`config.mk`:
```
export PLATFORM = sky130hd
export DESIGN_NAME = rat_regfile
export DESIGN_NICKNAME = d
export VERILOG_FILES = /design/src/rtl/rat_pkg.sv /design/src/rtl/rat_bypass.sv /design/src/rtl/rat_regfile.sv
export SDC_FILE = /design/constraint.sdc
export NUM_CORES = 2
export LEC_CHECK = 0
export ABC_AREA = 0
export CAP_MARGIN = 10
export CORE_MARGIN = 5
export CORE_UTILIZATION = 60
export DETAILED_ROUTE_END_ITERATION = 6
export PLACE_DENSITY = 0.78
export SYNTH_ARGS = -nofsm -noshare
export SYNTH_HDL_FRONTEND = slang
export SYNTH_SLANG_ARGS = --single-unit
```
`constraint.sdc`:
```
create_clock -name clk -period 5.6 [get_ports clk]
set_clock_uncertainty 0.15 [all_clocks]
set_input_delay 0.84 -clock clk [delete_from_list [all_inputs] [get_ports clk]]
set_output_delay 0.84 -clock clk [all_outputs]
set_load 0.01 [all_outputs]
```
`src/rtl/rat_pkg.sv`:
```
// rat_pkg: shared defaults, rename entry type and helpers for the RAT register file
package rat_pkg;
   localparam int RAT_XLEN  = 32;
   localparam int RAT_TAG_W = 3;
   typedef struct packed {
      logic [RAT_XLEN-1:0]  data;
      logic [RAT_TAG_W-1:0] tag;
      logic                 busy;
   } rat_entry_t;
   function automatic logic is_zero_reg(input logic [31:0] idx);
      return idx == 32'd0;
   endfunction
endpackage

```
`src/rtl/rat_bypass.sv`:
```
// rat_bypass: one read port, merges stored entry with same-cycle commit data
module rat_bypass
   import rat_pkg::*;
#(
   parameter int XLEN  = RAT_XLEN,
   parameter int TAG_W = RAT_TAG_W,
   parameter int IDX_W = 5
) (
   input  logic [IDX_W-1:0] i_src,
   input  logic [XLEN-1:0]  i_data,
   input  logic [TAG_W-1:0] i_tag,
   input  logic             i_busy,
   input  logic             i_commit_valid,
   input  logic [IDX_W-1:0] i_commit_dest,
   input  logic [TAG_W-1:0] i_commit_tag,
   input  logic [XLEN-1:0]  i_commit_data,
   output logic [XLEN-1:0]  o_data,
   output logic             o_ready,
   output logic [TAG_W-1:0] o_tag
);
   logic w_hit;
   // r0 is never written, so its stored entry already reads as 0/ready/tag 0
   always_comb begin
      w_hit   = i_commit_valid && i_commit_dest == i_src && !is_zero_reg(32'(i_src));
      o_data  = w_hit ? i_commit_data : i_data;
      o_ready = !i_busy || (w_hit && i_tag == i_commit_tag);
      o_tag   = i_tag;
   end
endmodule

```
`src/rtl/rat_regfile.sv`:
```
// rat_regfile: architectural register file with busy/tag rename state and commit bypass
module rat_regfile
   import rat_pkg::*;
#(
   parameter int XLEN     = RAT_XLEN,
   parameter int NUM_REGS = 32,
   parameter int TAG_W    = RAT_TAG_W,
   parameter int NUM_RD   = 2,
   parameter int IDX_W    = $clog2(NUM_REGS),
   parameter int CNT_W    = $clog2(NUM_REGS+1)
) (
   input  logic                    clk,
   input  logic                    rst,
   input  logic                    i_alloc_valid,
   input  logic [IDX_W-1:0]        i_alloc_dest,
   input  logic [TAG_W-1:0]        i_alloc_tag,
   input  logic                    i_commit_valid,
   input  logic [IDX_W-1:0]        i_commit_dest,
   input  logic [TAG_W-1:0]        i_commit_tag,
   input  logic [XLEN-1:0]         i_commit_data,
   input  logic                    i_flush,
   input  logic [NUM_RD*IDX_W-1:0] i_rd_src,
   output logic [NUM_RD*XLEN-1:0]  o_rd_data,
   output logic [NUM_RD-1:0]       o_rd_ready,
   output logic [NUM_RD*TAG_W-1:0] o_rd_tag,
   input  logic [IDX_W-1:0]        i_dbg_src,
   output logic [XLEN-1:0]         o_dbg_data,
   output logic [CNT_W-1:0]        o_busy_cnt
);
   logic [XLEN-1:0]     r_data [NUM_REGS];
   logic [TAG_W-1:0]    r_tag  [NUM_REGS];
   logic [NUM_REGS-1:0] r_busy;
   logic [CNT_W-1:0]    r_cnt;
   logic w_alloc, w_commit, w_clr, w_inc, w_dec;
   // Qualify requests: r0 is hardwired, flush drops the alloc; a commit clears busy
   // only when it matches the current (youngest) rename
   always_comb begin
      w_alloc  = i_alloc_valid && !i_flush && !is_zero_reg(32'(i_alloc_dest));
      w_commit = i_commit_valid && !is_zero_reg(32'(i_commit_dest));
      w_clr    = w_commit && r_busy[i_commit_dest] && r_tag[i_commit_dest] == i_commit_tag;
      w_inc    = w_alloc && !r_busy[i_alloc_dest];
      w_dec    = w_clr && !(w_alloc && i_alloc_dest == i_commit_dest);
   end
   // State update; an alloc overrides a same-cycle commit clear on the same register
   always_ff @(posedge clk) begin
      if (rst) begin
         r_data <= '{default: '0};
         r_tag  <= '{default: '0};
         r_busy <= '0;
         r_cnt  <= '0;
      end else begin
         if (w_commit) r_data[i_commit_dest] <= i_commit_data;
         if (i_flush) r_busy <= '0;
         else begin
            if (w_clr) r_busy[i_commit_dest] <= 1'b0;
            if (w_alloc) begin
               r_busy[i_alloc_dest] <= 1'b1;
               r_tag[i_alloc_dest]  <= i_alloc_tag;
            end
         end
         r_cnt <= i_flush ? '0 : r_cnt + CNT_W'(w_inc) - CNT_W'(w_dec);
      end
   end
   assign o_dbg_data = r_data[i_dbg_src];
   assign o_busy_cnt = r_cnt;
   for (genvar g = 0; g < NUM_RD; g++) begin : g_rd
      logic [IDX_W-1:0] w_src;
      assign w_src = i_rd_src[g*IDX_W +: IDX_W];
      rat_bypass #(.XLEN(XLEN), .TAG_W(TAG_W), .IDX_W(IDX_W)) u_byp (
         .i_src         (w_src),
         .i_data        (r_data[w_src]),
         .i_tag         (r_tag[w_src]),
         .i_busy        (r_busy[w_src]),
         .i_commit_valid(i_commit_valid),
         .i_commit_dest (i_commit_dest),
         .i_commit_tag  (i_commit_tag),
         .i_commit_data (i_commit_data),
         .o_data        (o_rd_data[g*XLEN +: XLEN]),
         .o_ready       (o_rd_ready[g]),
         .o_tag         (o_rd_tag[g*TAG_W +: TAG_W])
      );
   end
endmodule

```
==> load_flow_metrics.sql <==
INSERT INTO impl_metrics (metric_group, metric, value, unit) VALUES
('place', 'dp_cell_count', '8160', ''),
('critical_path', 'worst-endpoint-arrival', '4.14', 'ns'),
('critical_path', 'worst-path-buf-inv', '5', ''),
('synthesis', 'synthCells', '6986', ''),
('critical_path', 'critical_path.max_fanout', '23', ''),
('sta', 'finalSetupTns', '0', 'ns'),
('global_route', 'antenna_found_initial', '26', ''),
('synthesis', 'yosys_warnings', '0', ''),
('sta', 'timing.final.setup_violations', '0', ''),
('place', 'placement.cell_area', '72100', 'um2'),
('synthesis', 'synth_edf_count', '0', ''),
('synthesis', 'synthDominantAreaCellType', 'sky130_fd_sc_hd__dfxtp_1', ''),
('job', 'max_cap_viol_count', '0', ''),
('place', 'dp.final_hpwl', '167000', 'um'),
('critical_path', 'critPathLaunch', 'i_commit_dest[1]', ''),
('global_route', 'grt_use_total', '43.6', '%'),
('global_route', 'grt_pass1_wl', '394000', 'um'),
('clocking', 'clock_tree.buffer_depth', '3', ''),
('global_route', 'groute.layer.met1.usage', '53.7', '%'),
('power_and_ir_drop', 'peak_supply_drop', '0.291', 'mV'),
('sta', 'hold_ws', '0.327', 'ns'),
('layout', 'final_core_util', '66.6', '%'),
('synthesis', 'synth_nets', '7061', ''),
('critical_path', 'critical-path-max-stage-delay', '0.66', 'ns'),
('worst_hold_path', 'hold_class', 'reg -> reg', ''),
('detailed_routing', 'drt-pass1-iter-count', '7', ''),
('detailed_routing', 'drc', '2', ''),
('worst_hold_path', 'timing.hold.worst.start', 'r_data[520]', ''),
('synthesis', 'synth_area_per_cell', '9.88', 'um2'),
('detailed_routing', 'drt-vias-per-instance', '7.44', ''),
('layout', 'layout_fillers', '8206', ''),
('floorplanning', 'placeable_area', '114000', 'um2'),
('critical_path', 'reg2reg_from', 'r_tag[1]', ''),
('power_and_ir_drop', 'switching_share', '26.1', '%'),
('synthesis', 'synth_area_leaders', 'sky130_fd_sc_hd__dfxtp_1 (34%), sky130_fd_sc_hd__mux4_2 (33%), sky130_fd_sc_hd__nand2_1 (12%)', ''),
('outcome', 'failed_checks', 'design-rule violations', ''),
('sta', 'setup_slack', '0.473', 'ns'),
('critical_path', 'element_type_at_the_critical_path_start', 'input pin', ''),
('layout', 'layout.area.seq', '23200', 'um2'),
('clocking', 'cts.reportedPaths.clkPinSlew', '0.06', 'ns'),
('floorplanning', 'floorplan.die_area', '122000', 'um2'),
('worst_hold_path', 'worstHoldEndpoint', 'r_data[520]', ''),
('sta', 'tightest_slew', '1.41', 'ns'),
('power_and_ir_drop', 'register_share_of_total_power', '45.0', '%'),
('critical_path', 'cp.depth', '12', ''),
('global_route', 'grt-ovfl-total', '0', ''),
('critical_path', 'end_kind', 'primary output', ''),
('synthesis', 'synth.cell_area', '69000', 'um2'),
('critical_path', 'crit_path_cell_trace', 'clkdlybuf4s50_1, buf_4, buf_4, nor4_1, nor3_1, a21oi_1, nor4_1, and3_4, buf_4, nand2_1, o21ai_1, clkdlybuf4s50_1', ''),
('critical_path', 'r2r_setup_slack', '1.62', 'ns'),
('clocking', 'clk_root_buffer_cell', 'sky130_fd_sc_hd__clkbuf_16', ''),
('power_and_ir_drop', 'total_power', '18.5', 'mW'),
('global_route', 'grt_start_max_net_pins', '170', ''),
('detailed_routing', 'post_drt_wl_per_cell', '32.5', 'um'),
('detailed_routing', 'detail-route-antenna-nets', '0', ''),
('synthesis', 'ys.flop_type', 'sky130_fd_sc_hd__dfxtp_1', ''),
('global_route', 'use_met2', '59.7', '%'),
('critical_path', 'reg2reg_depth', '16', ''),
('clocking', 'cts.htree.levels', '3', ''),
('outcome', 'outcome', 'finished with violations', ''),
('layout', 'multi_input_comb_area', '42600', 'um2'),
('sta', 'report.final.slew_viol_count', '0', ''),
('clocking', 'ctsHoldBuffers', '0', ''),
('clocking', 'tritoncts', 'built', ''),
('layout', 'finalNetCount', '6841', ''),
('critical_path', 'worst_path_max_delay_cell', 'sky130_fd_sc_hd__clkdlybuf4s50_1', ''),
('floorplanning', 'fp-row-count', '124', ''),
('floorplanning', 'die_y', '349', 'um'),
('floorplanning', 'io_pins', '178', ''),
('layout', 'final-instance-count-excl-fill', '8390', ''),
('detailed_routing', 'wl', '273000', 'um');
layout make-up:
| cell class | count | area share [%] |
|---|---|---|
| clock buffers | 171 | 4.51 |
| well taps | 1512 | 2.48 |
| clock inverters | 42 | 0.782 |
| inverters | 32 | 0.161 |
| repair buffers | 426 | 5.72 |
| flip-flops and latches | 1158 | 30.4 |
| diodes | 17 | 0.0558 |
| multi-input cells | 5032 | 55.9 |
synth_stat cells, types with 27 or more instances:
| cell type | number |
|---|---|
| sky130_fd_sc_hd__mux2i_1 | 208 |
| sky130_fd_sc_hd__o21ai_1 | 66 |
| sky130_fd_sc_hd__buf_2 | 180 |
| sky130_fd_sc_hd__a21oi_1 | 1055 |
| sky130_fd_sc_hd__mux2_2 | 32 |
| sky130_fd_sc_hd__mux4_2 | 1020 |
| sky130_fd_sc_hd__o21ai_0 | 49 |
| sky130_fd_sc_hd__nor2b_1 | 49 |
| sky130_fd_sc_hd__buf_1 | 49 |
| sky130_fd_sc_hd__nor2_1 | 102 |
| sky130_fd_sc_hd__buf_4 | 61 |
| sky130_fd_sc_hd__clkbuf_1 | 455 |
| sky130_fd_sc_hd__inv_1 | 30 |
| sky130_fd_sc_hd__nand3_1 | 27 |
| sky130_fd_sc_hd__o22ai_1 | 33 |
| sky130_fd_sc_hd__dfxtp_1 | 1158 |
| sky130_fd_sc_hd__nand2_1 | 2187 |
how the worst max path moves through the flow:
stage | to | slack [ns]
2_1_floorplan | o_busy_cnt[4] | 1.52
3_3_place_gp | o_busy_cnt[5] | 0.35
3_5_place_dp | o_busy_cnt[5] | 0.33
4_1_cts | o_rd_data[58] | 0.52
5_1_grt | o_rd_data[58] | 0.34
6_report | o_rd_data[58] | 0.47
kinds of logic (layout without fill, tap and decap cells):
logic type / after synthesis / after routing / share of synthesized area (%)
flip-flops: 1158 / 1158 / 33.6
buffers and inverters: 796 / 671 / 5.18
XOR/XNOR: 28 / 28 / 0.355
adder cells (fa/ha/maj): 7 / 7 / 0.138
other: 0 / 17 / 0
multiplexers: 1260 / 1260 / 36.8
AND/OR/NAND/NOR: 2466 / 2466 / 14.2
AO/OA/AOI/OAI: 1271 / 1271 / 9.70
worst min-delay path: stages (launching register included):
cell	delay, ns
sky130_fd_sc_hd__dfxtp_1	0.32
sky130_fd_sc_hd__nand2_1	0.06
sky130_fd_sc_hd__a21oi_1	0.05
flip-flops by register name, summed over array words and instances (netlist names):
| signal | cells |
|---|---|
| r_tag | 96 |
| o_busy_cnt | 6 |
| r_data | 1024 |
| r_busy | 32 |
routing by layer:
| metal | up-vias | share of wire (%) |
|---|---|---|
| met5 | - | 0.13 |
| met4 | 22 | 9.7 |
| met3 | 1718 | 18 |
| met2 | 6016 | 41 |
| met1 | 29800 | 32 |
| li1 | 24800 | - |
power groups by stage:
stage               clock network (mW)  registers [mW]  logic, mW
floorplan                            0            8.51       1.20
global placement                     0            8.52       1.78
detailed placement                   0            8.53       1.80
CTS                               8.26            8.34       1.80
global route                      8.62            8.35       1.91
finish                            8.33            8.35       1.87
layout by cell type, fill, tap and decap left out, types with 14 or more instances in the layout:
| cell type | synthesis | layout |
|---|---|---|
| sky130_fd_sc_hd__a21oi_1 | 1055 | 1055 |
| sky130_fd_sc_hd__a21oi_2 | 14 | 14 |
| sky130_fd_sc_hd__a22oi_1 | 14 | 14 |
| sky130_fd_sc_hd__a31oi_2 | 16 | 16 |
| sky130_fd_sc_hd__buf_12 | 0 | 56 |
| sky130_fd_sc_hd__buf_4 | 61 | 196 |
| sky130_fd_sc_hd__clkbuf_1 | 455 | 22 |
| sky130_fd_sc_hd__clkbuf_16 | 0 | 116 |
| sky130_fd_sc_hd__clkbuf_8 | 0 | 33 |
| sky130_fd_sc_hd__clkdlybuf4s50_1 | 0 | 160 |
| sky130_fd_sc_hd__clkinv_2 | 0 | 18 |
| sky130_fd_sc_hd__dfxtp_1 | 1158 | 1158 |
| sky130_fd_sc_hd__diode_2 | 0 | 17 |
| sky130_fd_sc_hd__inv_1 | 30 | 28 |
| sky130_fd_sc_hd__mux2_2 | 32 | 32 |
| sky130_fd_sc_hd__mux2i_1 | 208 | 208 |
| sky130_fd_sc_hd__mux4_2 | 1020 | 1020 |
| sky130_fd_sc_hd__nand2_1 | 2187 | 2177 |
| sky130_fd_sc_hd__nand3_1 | 27 | 17 |
| sky130_fd_sc_hd__nor2_1 | 102 | 90 |
| sky130_fd_sc_hd__nor2b_1 | 49 | 49 |
| sky130_fd_sc_hd__o21ai_0 | 49 | 49 |
| sky130_fd_sc_hd__o21ai_1 | 66 | 66 |
| sky130_fd_sc_hd__o22ai_1 | 33 | 33 |
| sky130_fd_sc_hd__xnor2_1 | 17 | 17 |
No activity file was read; power rests on OpenSTA's default activity.
